File: config.mk
export PLATFORM = sky130hd
export DESIGN_NAME = edge_x_sched
export DESIGN_NICKNAME = d
export VERILOG_FILES = /design/src/rtl/edge_x_sched.sv
export SDC_FILE = /design/constraint.sdc
export NUM_CORES = 1
export LEC_CHECK = 0
export BUFFER_PORTS_ARGS = -buffer_cell sky130_fd_sc_hd__clkbuf_2
export CAP_MARGIN = 20
export CORE_MARGIN = 5
export CORE_UTILIZATION = 41
export DETAILED_ROUTE_END_ITERATION = 8
export SYNTH_ARGS = -nofsm -noshare
export SYNTH_HDL_FRONTEND = slang
export SYNTH_SLANG_ARGS = --single-unit
export TNS_END_PERCENT = 1
File: constraint.sdc
create_clock -name clk -period 4.7 [get_ports clk]
set_clock_uncertainty 0.1 [all_clocks]
set_input_delay 0.235 -clock clk [delete_from_list [all_inputs] [get_ports clk]]
set_output_delay 0.235 -clock clk [all_outputs]
set_load 0.01 [all_outputs]
File: src/rtl/edge_x_sched.sv
// edge_x_sched: frame-periodic scheduler that opens a capture window at the
// start of every PERIOD_FRAMES-frame period, averages 2**LOG2_CAP valid
// edge_x samples (floor-truncated mean) and presents the result on a
// valid/ready port. Flags short periods and overwritten results.
module edge_x_sched #(
    parameter int X_W           = 12,
    parameter int LOG2_CAP      = 1,
    parameter int PERIOD_FRAMES = 10
) (
    input  logic           clk,
    input  logic           rst_n,
    input  logic           en,
    input  logic           frame_sync,
    input  logic [X_W-1:0] edge_x,
    input  logic           edge_valid,
    output logic [X_W-1:0] res_data,
    output logic           res_valid,
    input  logic           res_ready,
    output logic           busy,
    output logic           short_pulse,
    output logic           overrun
);

    localparam int CAP = 1 << LOG2_CAP;
    localparam int AW  = X_W + LOG2_CAP;
    localparam int NW  = LOG2_CAP + 1;
    localparam int FW  = $clog2(PERIOD_FRAMES);

    localparam logic [FW-1:0] LAST_FRAME = FW'(PERIOD_FRAMES - 1);
    localparam logic [NW-1:0] CAP_N      = NW'(CAP);

    localparam logic [1:0] IDLE    = 2'd0;
    localparam logic [1:0] CAPTURE = 2'd1;
    localparam logic [1:0] HOLDOFF = 2'd2;

    logic          s0;
    logic          s1;
    logic          fs_rise;
    logic [1:0]    state;
    logic [1:0]    state_next;
    logic [FW-1:0] frame_cnt;
    logic [FW-1:0] frame_cnt_next;
    logic [AW-1:0] acc;
    logic [AW-1:0] acc_next;
    logic [NW-1:0] n;
    logic [NW-1:0] n_next;
    logic          boundary;
    logic [AW-1:0] sum;
    logic [NW-1:0] cnt;
    logic          load_result;
    logic          short_next;

    // One-cycle pulse on each synchronised frame_sync rising edge.
    assign fs_rise  = s0 & ~s1;
    assign boundary = (frame_cnt == LAST_FRAME);

    // Two-flop synchroniser for the frame sync level; runs regardless of en.
    always_ff @(posedge clk or negedge rst_n) begin
        if (!rst_n) begin
            s0 <= 1'b0;
            s1 <= 1'b0;
        end else begin
            s0 <= frame_sync;
            s1 <= s0;
        end
    end

    // Next-state logic: period counting, sample accumulation, result trigger.
    // The boundary frame restarts the accumulator and is itself the first
    // capture opportunity, so sampling uses a zero base on that frame.
    always_comb begin
        state_next     = state;
        frame_cnt_next = frame_cnt;
        acc_next       = acc;
        n_next         = n;
        sum            = '0;
        cnt            = '0;
        load_result    = 1'b0;
        short_next     = 1'b0;
        if (!en) begin
            state_next     = IDLE;
            frame_cnt_next = LAST_FRAME;
            acc_next       = '0;
            n_next         = '0;
        end else if (fs_rise) begin
            if (boundary) begin
                frame_cnt_next = '0;
                short_next     = (state == CAPTURE);
                state_next     = CAPTURE;
                acc_next       = '0;
                n_next         = '0;
            end else begin
                frame_cnt_next = frame_cnt + FW'(1);
            end
            if ((boundary || state == CAPTURE) && edge_valid) begin
                sum = (boundary ? '0 : acc) + {{LOG2_CAP{1'b0}}, edge_x};
                cnt = (boundary ? '0 : n) + NW'(1);
                if (cnt == CAP_N) begin
                    load_result = 1'b1;
                    state_next  = HOLDOFF;
                    acc_next    = '0;
                    n_next      = '0;
                end else begin
                    state_next  = CAPTURE;
                    acc_next    = sum;
                    n_next      = cnt;
                end
            end
        end
    end

    // Control state registers.
    always_ff @(posedge clk or negedge rst_n) begin
        if (!rst_n) begin
            state       <= IDLE;
            frame_cnt   <= LAST_FRAME;
            acc         <= '0;
            n           <= '0;
            busy        <= 1'b0;
            short_pulse <= 1'b0;
        end else begin
            state       <= state_next;
            frame_cnt   <= frame_cnt_next;
            acc         <= acc_next;
            n           <= n_next;
            busy        <= (state_next == CAPTURE);
            short_pulse <= short_next;
        end
    end

    // Result port: load new mean, clear on handshake, flag overwrites.
    always_ff @(posedge clk or negedge rst_n) begin
        if (!rst_n) begin
            res_data  <= '0;
            res_valid <= 1'b0;
            overrun   <= 1'b0;
        end else if (load_result) begin
            res_data  <= sum[AW-1:LOG2_CAP];
            res_valid <= 1'b1;
            overrun   <= res_valid & ~res_ready;
        end else begin
            overrun <= 1'b0;
            if (res_valid && res_ready) begin
                res_valid <= 1'b0;
            end
        end
    end

endmodule

==> results <==
- The flow ran to the end, and the final reports show no timing, DRC or antenna violations.
- Power spread over the standard cell area amounts to 279 nW/µm².
- The final antenna-violating net count is 0.
- The required time at the worst-slack endpoint is 4.78 ns.
- In the final routed layout, each cell accounts on average for 15.8 µm.
- The layout-stage area growth over the synthesis result is 14.6%.
- The design internal power is 0.558 mW.
- Counting flops and latches in the post-synthesis netlist gives 39.
- The post-detailed-route DRC marker count is 0.
- The most instantiated flip-flop cell in the synthesis netlist is sky130_fd_sc_hd__dfrtp_1.
- Setup repair after global routing left no endpoint under its margin.
- The final-report max-slew violation count is 0.
- The H-tree depth reported by CTS is 2.
- The routed layout has 2,035 vias.
- In this run the vertical extent of the chip is 87.4 µm.
- The maximum fanout count along the critical path is 23.
- Walking the worst path, the cells encountered are ha_1 -> nand3b_1 -> buf_4 -> and2_1 -> ha_1 -> fa_1 -> maj3_2 -> nand3_1 -> nand4_1 -> a41o_1 -> a31oi_2 -> xnor2_1 -> mux2_2.
- The DRC violation total after the first TritonRoute iteration is 140.
- Summing the areas of all and, or, nand and nor instances in the mapped netlist gives 20.7% of the synthesized area.
- The congestion estimate from routability-driven global placement came to 0.851.
- The least setup slack across all paths after layout is 0.977 ns.
- The total setup violations reported at the end of the flow is 0.
- The clock sink total is 39.
- The total power consumption of the routed design is 0.784 mW.
- Entering global routing, the biggest net connects 40 pins.
- Sequential cells account for 46.0% of the total power.
- Summed over all layers, the global routing overflow is 0.
- After filler insertion, the fill cell instance count of the layout stands at 581.
- The synthesized area is 2450 µm².
- The post-synthesis cell type count is 56.
- The worst hold path belongs to the class primary input to register.
- The total routed wirelength is 5940 µm.
- The first global-routing pass estimated 10000 µm of wire.
- At the pin with the least slew margin, the transition time is 0.758 ns.
- The final setup TNS is 0 ns.
- The number of enable-type register cells in the synthesized netlist is 0.
- The initial antenna violation count is 0.
- Among the stages of the critical path, the cell type that occurs most often is sky130_fd_sc_hd__ha_1.
- The number of buffers inserted by port buffering is 33.
- The floorplan step defined a die boundary enclosing 7640 µm².
- The post-synthesis mux area share is 2.65%.
- Global routing used 16.6% of the available tracks.
- The adder and majority gate portion of the synthesized area is 5.66%.
- The time the worst path needs with I/O delays and setup is 3.72 ns.
- The largest individual stage delay along the critical path comes from the cell sky130_fd_sc_hd__dfstp_2.
- The data arrival time of the critical path is 3.81 ns.
- STA classifies the critical path startpoint as a register.
- A synthesized cell averages 9.09 µm².
- Buffers inserted during clock tree synthesis total 5.
- The net count of the mapped netlist is 296.
- The core outline area is 5890 µm².
- For this run, the number of Yosys warnings is 0.
- The relative max-transition margin is 49.3%.
- Across the run, the number of max-cap violations was 0.
- The number of global-route vias before repair is 2,011.
- The number of placement rows is 28.
- The post-synthesis instance total is 270.
- The portion of the post-synthesis area used by sequential elements is 39.9%.
- By area, the combinational part of the netlist is dominated by compound AO/OA/AOI/OAI gates.
- The clock tree buffer depth is 2.
- The average vias per placed instance is 5.41.
- The width of the die is 87.4 µm.
- The async set-or-reset flop fraction in the synthesized netlist is 100%.
- The clock reaches the later pin of the worst-skew pair after 0.29 ns.
- The first detailed-routing pass ran for 4 iterations.
- The xor and xnor area share after synthesis is 4.28%.
- The count of endpoints failing hold in the final timing report came to 0.
- Timing would allow up to 269 MHz.
- The total half-perimeter wirelength after legalization and detailed placement is 4290 µm.
- The capturing element type of the critical path is a register.
- TritonCTS built the clock tree.
- The worst slack at placement is 1.00 ns.
- The proportion of total power due to net switching is 28.9%.
- In this run, the clock network consumes 36.8% of the power.
- The share of cells above drive strength 1 is 18.9%.
- By startpoint and endpoint, the worst setup path is classified as register to register.
- Of the available clock period, the critical path in the final layout requires 79.2%.
- The highest cell delay on the worst timing path is 0.58 ns.
- The static leakage is 1.30 nW.
- For this configuration, the core starts out at a cell density of 41.7%.
- The worst voltage drop across the vdd grid is 200 µV.
- The analysis attributes to net switching a power of 0.226 mW.
- In the final design database the tool counted 326 nets.
- The clock transition time at the flip-flop clock pins of the worst setup and hold paths is 0.09 ns.
- The compound-gate portion of the synthesized area is 23.3%.
- The cell sitting at the root of the clock tree is a sky130_fd_sc_hd__clkbuf_8.
- The repair_antennas step left the layout with diodes totalling 0.
- In this run, post-CTS repair resized a total of 0 instances.
- The part of the power in combinational logic is 17.3%.
- Pin placement for this block handled 34 I/O pins.
- In this run the post-CTS setup repair buffer count came out at 0.
placed cells by master, fill, tap and decap left out, types with 9 or more instances in the layout:
master	n
sky130_fd_sc_hd__a21oi_1	20
sky130_fd_sc_hd__and2_1	12
sky130_fd_sc_hd__clkbuf_2	33
sky130_fd_sc_hd__dfrtp_1	37
sky130_fd_sc_hd__nand2_1	27
sky130_fd_sc_hd__nand3_1	10
sky130_fd_sc_hd__nor2_1	11
sky130_fd_sc_hd__nor2b_1	11
sky130_fd_sc_hd__o21ai_0	21
sky130_fd_sc_hd__xnor2_1	9
synth_stat cells (2+ instances only):
cell | instances | share of area, %
sky130_fd_sc_hd__nand4_1 | 2 | 0.51
sky130_fd_sc_hd__o211ai_1 | 2 | 0.61
sky130_fd_sc_hd__o21ai_0 | 21 | 4.3
sky130_fd_sc_hd__o31ai_1 | 2 | 0.61
sky130_fd_sc_hd__nand4b_1 | 3 | 1.1
sky130_fd_sc_hd__nand2_1 | 27 | 4.1
sky130_fd_sc_hd__maj3_1 | 2 | 0.82
sky130_fd_sc_hd__a31oi_1 | 2 | 0.51
sky130_fd_sc_hd__a22o_1 | 5 | 1.8
sky130_fd_sc_hd__o21bai_1 | 2 | 0.61
sky130_fd_sc_hd__nor2_1 | 11 | 1.7
sky130_fd_sc_hd__o211ai_2 | 2 | 1.0
sky130_fd_sc_hd__xnor2_1 | 9 | 3.2
sky130_fd_sc_hd__mux2i_1 | 2 | 0.82
sky130_fd_sc_hd__dfrtp_1 | 37 | 38
sky130_fd_sc_hd__ha_1 | 7 | 3.6
sky130_fd_sc_hd__inv_1 | 5 | 0.76
sky130_fd_sc_hd__and2_1 | 12 | 3.1
sky130_fd_sc_hd__o21a_1 | 5 | 1.5
sky130_fd_sc_hd__a22oi_1 | 3 | 0.92
sky130_fd_sc_hd__buf_2 | 4 | 0.82
sky130_fd_sc_hd__nor2b_1 | 11 | 2.8
sky130_fd_sc_hd__nand2b_1 | 8 | 2.0
sky130_fd_sc_hd__a41o_1 | 2 | 0.82
sky130_fd_sc_hd__nand3_1 | 10 | 2.0
sky130_fd_sc_hd__xor2_1 | 3 | 1.1
sky130_fd_sc_hd__and3_1 | 4 | 1.0
sky130_fd_sc_hd__a21o_1 | 3 | 0.92
sky130_fd_sc_hd__clkbuf_1 | 9 | 1.4
sky130_fd_sc_hd__nor3_1 | 5 | 1.0
sky130_fd_sc_hd__a21oi_1 | 20 | 4.1
sky130_fd_sc_hd__mux2_2 | 4 | 1.8
sky130_fd_sc_hd__dfstp_2 | 2 | 2.1
sky130_fd_sc_hd__a32oi_1 | 2 | 0.71
through the flow:
stage	instance area, µm²	cells	hold slack [ns]	util, %
2_1_floorplan	2450	270	-0.161	-
3_3_place_gp	2660	365	0.244	45.2
3_5_place_dp	2660	365	0.248	45.2
4_1_cts	2780	374	0.0318	47.3
5_1_grt	2810	376	0.121	47.8
6_report	2810	376	0.0999	47.8
area by class of cell:
class,instances,area (µm²),area share [%]
multi-input combinational,211,1390,49.4
sequential,39,978,34.8
timing repair buffer,38,220,7.83
tap,75,93.8,3.34
clock buffer,5,68.8,2.45
clock inverter,3,43.8,1.56
inverter,5,18.8,0.667
final timing paths:
| check | start | slack [ns] | cells past startpoint | to |
|---|---|---|---|---|
| max | frame_cnt[0] | 0.98 | 13 | res_data[9] |
| min | res_ready | 0.1 | 3 | overrun |
| max reg2reg | frame_cnt[0] | 0.98 | 13 | res_data[9] |
| min reg2reg | s0 | 0.30 | 0 | s1 |
| max in group asynchronous | rst_n | 3.81 | 3 | frame_cnt[3] |
| min in group asynchronous | rst_n | 0.21 | 2 | frame_cnt[2] |
registers in the layout, summed over array words and instances, names as in the netlist:
| signal | flops |
|---|---|
| acc | 13 |
| busy | 1 |
| frame_cnt | 4 |
| n | 2 |
| overrun | 1 |
| res_data | 12 |
| res_valid | 1 |
| s0 | 1 |
| s1 | 1 |
| short_pulse | 1 |
| state | 2 |
power groups by stage:
stage | logic, mW | registers [mW] | clock network, mW
after floorplan | 0.0891 | 0.365 | 0
after global placement | 0.132 | 0.366 | 0
after detailed placement | 0.133 | 0.367 | 0
after CTS | 0.135 | 0.360 | 0.293
after global routing | 0.153 | 0.363 | 0.311
final | 0.136 | 0.360 | 0.288
worst max-delay path: cells and delay by family, from the launching register on:
kind	cells	cell delay [ns]
xor gates and xnor gates	1	0.11
AOI/OAI and AO/OA	2	0.56
buffers and inverters	1	0.21
muxes	1	0.27
DFF	1	0.58
adders and majority gates	4	1.23
and+or+nand+nor	4	0.55
cells by family after synthesis:
logic type	count (synthesis)
xor gates and xnor gates	12
adders and majority gates	11
AOI/OAI and AO/OA	85
buffers and inverters	20
muxes	6
and+or+nand+nor	97
DFF	39
repair_timing:
item | CTS | global route
endpoints found under the hold margin | 1 | 38
hold buffers | 1 | 1
setup endpoints to repair | 0 | 0
per-layer routing:
| layer | wire [µm] | vias up | global-route usage (%) | part of all wire, % |
|---|---|---|---|---|
| li1 | - | 1035 | - | - |
| met5 | 0 | - | 0 | 0 |
| met2 | 2770 | 38 | 24.9 | 47 |
| met3 | 255 | 6 | 3.88 | 4.3 |
| met4 | 68 | 0 | 4.74 | 1.1 |
| met1 | 2850 | 956 | 23.7 | 48 |
Note: power is estimated with default switching activity, not from simulation.
